$ cat src/rtl/hazard_stall_ctrl.sv
// hazard_stall_ctrl: central pipeline sequencer for the five-stage core.
//
// Watches ID, EX and MEM and drives the write enables / flushes of the PC,
// IF/ID, ID/EX and EX/MEM registers. Handles, in fixed priority order:
// data-memory freeze, EX redirect, mul/div occupancy stall, load-use stall.
//
// Configuration macro:
//   DELAY_SLOT_EN  defined   -> redirect kills only IF/ID (delay slot advances)
//                  undefined -> redirect flushes both IF/ID and ID/EX
//
// Ports:
//   clk, reset                  clock (rising edge), synchronous active-high reset
//   id_rs, id_rt                source registers of the ID instruction
//   id_uses_rs, id_uses_rt      ID instruction actually reads rs / rt
//   id_is_md                    ID instruction uses the mul/div unit
//   ex_mem_read, ex_rt          EX instruction is a load, and its destination
//   ex_md_start                 EX instruction starts the mul/div unit
//   ex_redirect                 EX resolved a taken branch / jump
//   mem_req, mem_ready          MEM access pending / data memory done
//   pc_wen .. exmem_wen         register write enables (combinational)
//   ifid_flush, idex_flush      bubble insertion (combinational)
//   md_busy                     registered, high in MD_BUSY
//   state                       registered: 00 RUN, 01 MD_BUSY, 10 MEM_WAIT
module hazard_stall_ctrl #(
    parameter int unsigned MD_LATENCY = 32,
    parameter int unsigned CNT_W      = 6
) (
    input  logic       clk,
    input  logic       reset,
    input  logic [4:0] id_rs,
    input  logic [4:0] id_rt,
    input  logic       id_uses_rs,
    input  logic       id_uses_rt,
    input  logic       id_is_md,
    input  logic       ex_mem_read,
    input  logic [4:0] ex_rt,
    input  logic       ex_md_start,
    input  logic       ex_redirect,
    input  logic       mem_req,
    input  logic       mem_ready,
    output logic       pc_wen,
    output logic       ifid_wen,
    output logic       idex_wen,
    output logic       exmem_wen,
    output logic       ifid_flush,
    output logic       idex_flush,
    output logic       md_busy,
    output logic [1:0] state
);

    typedef enum logic [1:0] {
        StRun     = 2'b00,
        StMdBusy  = 2'b01,
        StMemWait = 2'b10
    } state_e;

    localparam logic [CNT_W-1:0] MdLoad = CNT_W'(MD_LATENCY - 1);

    state_e           state_q;
    logic [CNT_W-1:0] cnt_q;
    logic             md_busy_q;

    logic freeze;
    logic md_stall;
    logic load_use;

    assign freeze   = mem_req && !mem_ready;
    assign md_stall = (state_q == StMdBusy) && id_is_md;
    assign load_use = ex_mem_read && (ex_rt != 5'd0) &&
                      ((id_uses_rs && (id_rs == ex_rt)) ||
                       (id_uses_rt && (id_rt == ex_rt)));

    // Output decode, first match wins.
    always_comb begin
        pc_wen     = 1'b1;
        ifid_wen   = 1'b1;
        idex_wen   = 1'b1;
        exmem_wen  = 1'b1;
        ifid_flush = 1'b0;
        idex_flush = 1'b0;
        if (reset) begin
            pc_wen     = 1'b0;
            ifid_wen   = 1'b0;
            idex_wen   = 1'b0;
            exmem_wen  = 1'b0;
            ifid_flush = 1'b1;
            idex_flush = 1'b1;
        end else if (freeze) begin
            // Whole pipe holds; a redirect in EX stays pending until mem_ready.
            pc_wen    = 1'b0;
            ifid_wen  = 1'b0;
            idex_wen  = 1'b0;
            exmem_wen = 1'b0;
        end else if (ex_redirect) begin
            ifid_flush = 1'b1;
`ifdef DELAY_SLOT_EN
            idex_flush = 1'b0;
`else
            idex_flush = 1'b1;
`endif
        end else if (md_stall || load_use) begin
            pc_wen     = 1'b0;
            ifid_wen   = 1'b0;
            idex_flush = 1'b1;
        end
    end

    // Sequencer state, mul/div counter and registered md_busy.
    always_ff @(posedge clk) begin
        if (reset) begin
            state_q   <= StRun;
            cnt_q     <= '0;
            md_busy_q <= 1'b0;
        end else begin
            // The mul/div unit runs independently of the pipe, so the counter
            // keeps draining through a freeze; a start is only taken when EX moves.
            if (!freeze && ex_md_start) begin
                cnt_q <= MdLoad;
            end else if (cnt_q != '0) begin
                cnt_q <= cnt_q - CNT_W'(1);
            end

            if (freeze) begin
                state_q   <= StMemWait;
                md_busy_q <= 1'b0;
            end else if (ex_md_start) begin
                // Also taken straight out of MEM_WAIT: the start instruction was
                // held in EX during the freeze and must not be lost.
                state_q   <= StMdBusy;
                md_busy_q <= 1'b1;
            end else begin
                unique case (state_q)
                    StMemWait: begin
                        if (cnt_q != '0) begin
                            state_q   <= StMdBusy;
                            md_busy_q <= 1'b1;
                        end else begin
                            state_q   <= StRun;
                            md_busy_q <= 1'b0;
                        end
                    end
                    StMdBusy: begin
                        if (cnt_q == '0) begin
                            state_q   <= StRun;
                            md_busy_q <= 1'b0;
                        end
                    end
                    StRun: begin
                        md_busy_q <= 1'b0;
                    end
                    default: begin
                        state_q   <= StRun;
                        md_busy_q <= 1'b0;
                    end
                endcase
            end
        end
    end

    assign md_busy = md_busy_q;
    assign state   = state_q;

endmodule
$ cat config.mk
export PLATFORM = sky130hd
export DESIGN_NAME = hazard_stall_ctrl
export DESIGN_NICKNAME = d
export VERILOG_FILES = /design/src/rtl/hazard_stall_ctrl.sv
export SDC_FILE = /design/constraint.sdc
export NUM_CORES = 1
export LEC_CHECK = 0
export CORE_MARGIN = 1
export CORE_UTILIZATION = 34
export CTS_CLUSTER_DIAMETER = 30
export DETAILED_ROUTE_END_ITERATION = 16
export PLACE_DENSITY = 0.78
export SETUP_SLACK_MARGIN = 0.3
export SKIP_LAST_GASP = 1
export SLEW_MARGIN = 20
export SYNTH_ARGS = -nofsm -noshare
export SYNTH_HDL_FRONTEND = slang
export SYNTH_SLANG_ARGS = --single-unit
export TNS_END_PERCENT = 20
$ cat constraint.sdc
create_clock -name clk -period 1.65 [get_ports clk]
set_clock_uncertainty 0.05 [all_clocks]
set_input_delay 0.165 -clock clk [delete_from_list [all_inputs] [get_ports clk]]
set_output_delay 0.165 -clock clk [all_outputs]
set_load 0.02 [all_outputs]
After elaboration in Yosys (flattened, before gate mapping). Cells that the tools add are included.

Register bits: 9. Input port bits: 25. Output and inout bits: 9. Logic and storage cells: 58.

Add/sub/neg operators: 1. Equal/unequal tests: 8. Multiplexer cells: 24. Reduce and logical (&&, ||, !) cells: 20.

Operators with widths (number): two-way mux 1 bit (17); == test 5 bit (2); two-way mux 5 bit (2); logical AND 1 bit (7); zero test 6 bit (1); two-way mux 2 bit (3); case mux 2 bit (3 select lines) (1); nonzero test 6 bit (1); subtractor 6 x 1 -> 6 bit (second input constant) (1); nonzero test 5 bit (1); inequality test 4 x 3 -> 1 bit (second input constant) (1); AND reduction 2 bit (2); OR reduction 2 bit (2); inequality test 3 x 2 -> 1 bit (second input constant) (1); inequality test 3 bit (second input constant) (1); == test 2 x 1 -> 1 bit (second input constant) (1); == test 2 bit (second input constant) (1); zero test 1 bit (2); zero test 2 bit (1); logical OR 1 bit (2); inequality test 2 bit (second input constant) (1); case mux 1 bit (2 select lines) (1); nonzero test 2 bit (1).

Depth between registers and ports, before layout.
Depth in word-level cells: 9. Gate-level depth with buffers: 7. Depth with buffers taken out: 6.

Least setup slack after synthesis. Ideal clock, no wire load.

Kind: input to output. Start point: in reset. End point: out pc_wen. Arrival: 1.336 ns. Required time: 1.435 ns. Setup slack: 0.099 ns. Cell stages on the path: 4. Buffers on the path: 2. Path through: clkbuf_1 -> nor2b_1 -> o211a_1 -> buf_4.

Word-level cells in the longest chain between the ends: 1.

RTL lines: start, declared (RTL line 29) `input logic reset,`; two-way mux 1 bit; end, declared (RTL line 41) `output logic pc_wen,`.

No other way between the ends.

Worst setup path in the final report.
Start point: in ex_rt[4]. End point: out ifid_wen.

Word-level cells in the longest chain between the ends: 9. Elaborated cells on any way between the ends: 13. Classes of those cells: eq/ne (2); mux (4); reduce/logical (7).

RTL lines: start, declared (RTL line 36) `input logic [4:0] ex_rt,`; == test 5 bit, on equally long branches (RTL line 70, 71); logical AND 1 bit, on equally long branches (RTL line 70, 71); logical OR 1 bit (RTL line 70) `((id_uses_rs && (id_rs == ex_rt)) ||`; logical AND 1 bit (*) (RTL line 69) `assign load_use = ex_mem_read && (ex_rt != 5'd0) &&`; logical OR 1 bit (*) (RTL line 101) `end else if (md_stall || load_use) begin`; two-way mux 1 bit (*) (RTL line 101); two-way mux 1 bit (*) (RTL line 94) `end else if (ex_redirect) begin`; two-way mux 1 bit (*) (RTL line 88) `end else if (freeze) begin`; two-way mux 1 bit (*) (RTL line 81) `if (reset) begin`; end, declared (RTL line 42) `output logic ifid_wen,`.

Mark *: on every way between the ends. The rest lies on a longest branch, timed or not.

==> report_table.html <==
<table>
<tr><th>Metric</th><th>Value</th></tr>
<tr><th colspan="2">Drt</th></tr>
<tr><td>Overall routed net length</td><td>1560 um</td></tr>
<tr><td>Number of nets with antenna violations after routing</td><td>0</td></tr>
<tr><td>Total iterations of the first detailed-routing run</td><td>2</td></tr>
<tr><td>Vias/cell</td><td>4.85</td></tr>
<tr><td>Average routed wire per standard cell</td><td>11.0 um</td></tr>
<tr><td>DRC Markers</td><td>0</td></tr>
<tr><td>Number of DRC markers in iteration 0</td><td>6</td></tr>
<tr><td>Vias post-DR</td><td>689</td></tr>
<tr><th colspan="2">Yosys</th></tr>
<tr><td>Post-Synthesis Net Count</td><td>101</td></tr>
<tr><td>Cell count after synthesis</td><td>74</td></tr>
<tr><td>Library cells used by synthesis</td><td>33</td></tr>
<tr><td>Post-synthesis register bit count</td><td>9</td></tr>
<tr><td>Number of warning messages in the yosys log</td><td>0</td></tr>
<tr><td>Netlist area before placement</td><td>657 um2</td></tr>
<tr><td>Average cell area after synthesis</td><td>8.88 um2</td></tr>
<tr><td>Fraction of the yosys area taken by sequential cells</td><td>27.4%</td></tr>
<tr><th colspan="2">CTS</th></tr>
<tr><td>Clock tree root buffer cell</td><td>clkbuf_4</td></tr>
<tr><td>TritonCTS clock tree</td><td>yes</td></tr>
<tr><td>Clk buf depth</td><td>2</td></tr>
<tr><td>TritonCTS buffer count</td><td>3</td></tr>
<tr><td>Clock transition at the register clock pins on the worst setup and hold paths after CTS</td><td>around 0.06 ns</td></tr>
<tr><td>Number of levels the H-tree was split into</td><td>1</td></tr>
<tr><td>Clock net sink count</td><td>9</td></tr>
<tr><td>Clock Latency Late Sink</td><td>0.26 ns</td></tr>
<tr><td>Post-CTS Hold Fix Bufs</td><td>0</td></tr>
<tr><th colspan="2">Worst setup path</th></tr>
<tr><td>WS Path Type</td><td>primary input to output pin</td></tr>
<tr><td>Critical Path AT</td><td>~1.3 ns</td></tr>
<tr><td>Category of the worst setup path launch point</td><td>primary input</td></tr>
<tr><td>Highest net fanout along the worst path</td><td>3</td></tr>
<tr><td>CP endpoint kind</td><td>output pin</td></tr>
<tr><td>Critical Path RT</td><td>1.43 ns</td></tr>
<tr><th colspan="2">Timing</th></tr>
<tr><td>Final Cycle Share</td><td>92.8%</td></tr>
<tr><td>Endpoints failing hold</td><td>0</td></tr>
<tr><td>Smallest setup slack after layout</td><td>0.119 ns</td></tr>
<tr><td>Time the final worst path needs with I/O delays and setup</td><td>~1.5 ns</td></tr>
<tr><td>Total setup violations reported at the end of the flow</td><td>0</td></tr>
<tr><td>Pins Over Slew Limit</td><td>0</td></tr>
<tr><td>Slew at the pin with the worst max-slew slack</td><td>0.273 ns</td></tr>
<tr><td>Final total negative setup slack</td><td>0 ns</td></tr>
<tr><td>Worst slew margin</td><td>81.8%</td></tr>
<tr><td>Setup repair after global routing missed its margin</td><td>yes</td></tr>
<tr><td>Upper clock frequency limit</td><td>approximately 0.65 GHz</td></tr>
<tr><th colspan="2">Floorplanning</th></tr>
<tr><td>Area enclosed by the die boundary</td><td>between 0.002 and 0.0025 mm2</td></tr>
<tr><td>Standard cell core area</td><td>approximately 0.0018 mm2</td></tr>
<tr><td>Effective utilization at floorplan</td><td>37.2%</td></tr>
<tr><td>Chip Width</td><td>46.0 um</td></tr>
<tr><td>Standard-cell row count</td><td>15</td></tr>
<tr><td>Die extent in y</td><td>between 40 and 50 um</td></tr>
<tr><td>I/O pin total</td><td>34</td></tr>
<tr><th colspan="2">Layout</th></tr>
<tr><td>Total non-filler cell area in the finished layout</td><td>0.00117 mm2</td></tr>
<tr><td>Fraction of final layout cells with drive strength greater than 1</td><td>approximately two fifths</td></tr>
<tr><td>Growth of design area from synthesis to finish</td><td>78.1%</td></tr>
<tr><td>Layout net count</td><td>roughly 150</td></tr>
<tr><td>Diode count</td><td>0</td></tr>
<tr><th colspan="2">Global routing</th></tr>
<tr><td>First-pass GRT wire length</td><td>2420 um</td></tr>
<tr><td>Aggregate global routing overflow</td><td>0</td></tr>
<tr><td>Antenna violations before repair</td><td>0</td></tr>
<tr><td>Maximum number of pins on one net before global-route repair</td><td>7</td></tr>
<tr><td>Vias in the first global route</td><td>630</td></tr>
<tr><td>Total Routing Usage GR</td><td>16.0%</td></tr>
<tr><th colspan="2">Placement</th></tr>
<tr><td>Dpl cell area</td><td>0.00108 mm2</td></tr>
<tr><td>Minimum setup slack after placement</td><td>-0.735 ns</td></tr>
<tr><td>Number of port buffers</td><td>33</td></tr>
<tr><td>GPL Wtd Cong</td><td>0.797</td></tr>
<tr><th colspan="2">Power</th></tr>
<tr><td>Power Dens Cells</td><td>697 mW/mm2</td></tr>
<tr><td>Total leakage power</td><td>0.492 nW</td></tr>
<tr><td>Worst IR Drop VDD</td><td>0.357 mV</td></tr>
<tr><th colspan="2">Status</th></tr>
<tr><td>Result of the run</td><td>finished clean</td></tr>
<tr><th colspan="2">Min path</th></tr>
<tr><td>Worst min path class</td><td>primary input to register</td></tr>
<tr><th colspan="2">Job</th></tr>
<tr><td>Count of maximum capacitance violations</td><td>0</td></tr>
</table>
==> sequential cells by signal, indices dropped and copies added, names as in the netlist <==
register	flops
state	2
cnt_q	6
md_busy	1
==> final cells by class <==
type                    instances  area (um2)
clock buffers                   4        26.3
fillers                       159         594
inverters                       4        15.0
multi-input cells              57         531
flip-flops and latches          9         183
well taps                      25        31.3
repair buffers                 43         384
==> critical path: stages <==
cell,delay [ns]
buf_8,0.10
or4_4,0.52
o211ai_1,0.17
o211a_1,0.23
buf_6,0.13
==> power by group <==
group	switching, mW	internal, mW
registers	0.0342	0.247
logic	0.159	0.208
clock network	0.0746	0.0931
total	0.268	0.548
==> timing repair <==
action / CTS / global route
resized for setup: 84 / 7
pin swaps: 17 / 6
setup endpoints to repair: 11 / 15
buffers inserted: 2 / 0
==> cells in the mapped netlist (all sizes together) <==
cell / number / area, um2
inv: 4 / 15.0
nor2b: 3 / 18.8
a21oi: 6 / 33.8
nand3: 1 / 5.00
or2: 1 / 6.26
clkbuf: 1 / 3.75
nor3: 1 / 10.0
buf: 3 / 22.5
a21o: 1 / 7.51
nand2: 3 / 11.3
or4: 1 / 7.51
and3: 1 / 6.26
dfxtp: 9 / 180
o211a: 1 / 10.0
a31oi: 2 / 12.5
mux2: 1 / 15.0
o211ai: 1 / 7.51
nand2b: 3 / 18.8
and2: 2 / 12.5
a2111oi: 2 / 30.0
o31ai: 1 / 7.51
xor2: 8 / 70.1
ha: 2 / 25.0
a32oi: 1 / 8.76
nor2: 1 / 3.75
or2b: 1 / 7.51
nor4: 2 / 12.5
o21a: 3 / 22.5
nor3b: 1 / 7.51
xnor2: 6 / 52.6
o21ai: 1 / 5.00
==> cell usage in the layout, fill, tap and decap left out, drive strengths merged, types with 2 or more instances in the layout <==
master,n
a2111oi,2
a21oi,6
a31oi,2
and2,2
buf,24
clkbuf,4
clkdlybuf4s15,4
clkdlybuf4s50,9
dfxtp,9
dlygate4sd2,6
ha,2
inv,4
nand2,3
nand2b,3
nor2b,3
nor4,2
o21a,3
xnor2,6
xor2,8
==> worst paths after layout <==
kind / startpoint / to / slack [ns] / cells after the start
worst max-delay path: ex_rt[4] / ifid_wen / 0.12 / 5
worst min-delay path: reset / cnt_q[1]$_SDFFE_PP0P_ / 0.36 / 3
worst max register to register: cnt_q[0]$_SDFFE_PP0P_ / cnt_q[1]$_SDFFE_PP0P_ / 0.15 / 6
worst min register to register: md_busy$_SDFFE_PN0P_ / md_busy$_SDFFE_PN0P_ / 0.56 / 3
==> cell families after synthesis <==
| kind of cell | synth area share (%) |
|---|---|
| adders and majority gates | 3.81 |
| DFF | 27.4 |
| xor gates and xnor gates | 18.7 |
| AOI/OAI and AO/OA | 22.1 |
| muxes | 2.29 |
| buffers and inverters | 6.28 |
| and+or+nand+nor | 19.4 |
==> metrics by stage <==
| stage | utilization (%) | hold WS [ns] | total power, mW | std cells |
|---|---|---|---|---|
| after floorplan | - | 0.206 | 0.500 | 74 |
| after global placement | 61.5 | 0.532 | 0.617 | 136 |
| after detailed placement | 61.5 | 0.539 | 0.627 | 136 |
| after CTS | 64.8 | 0.355 | 0.802 | 142 |
| after global routing | 66.3 | 0.379 | 0.872 | 142 |
| final | 66.3 | 0.359 | 0.815 | 142 |
==> metal layers <==
metal	track usage (%)	up-vias	part of all wire (%)
met3	2.78	4	4.9
met5	0	-	0
met4	7.06	0	1.5
met1	16.8	316	39
met2	30.4	27	55
li1	-	342	-
Note: power is estimated with default switching activity, not from simulation.
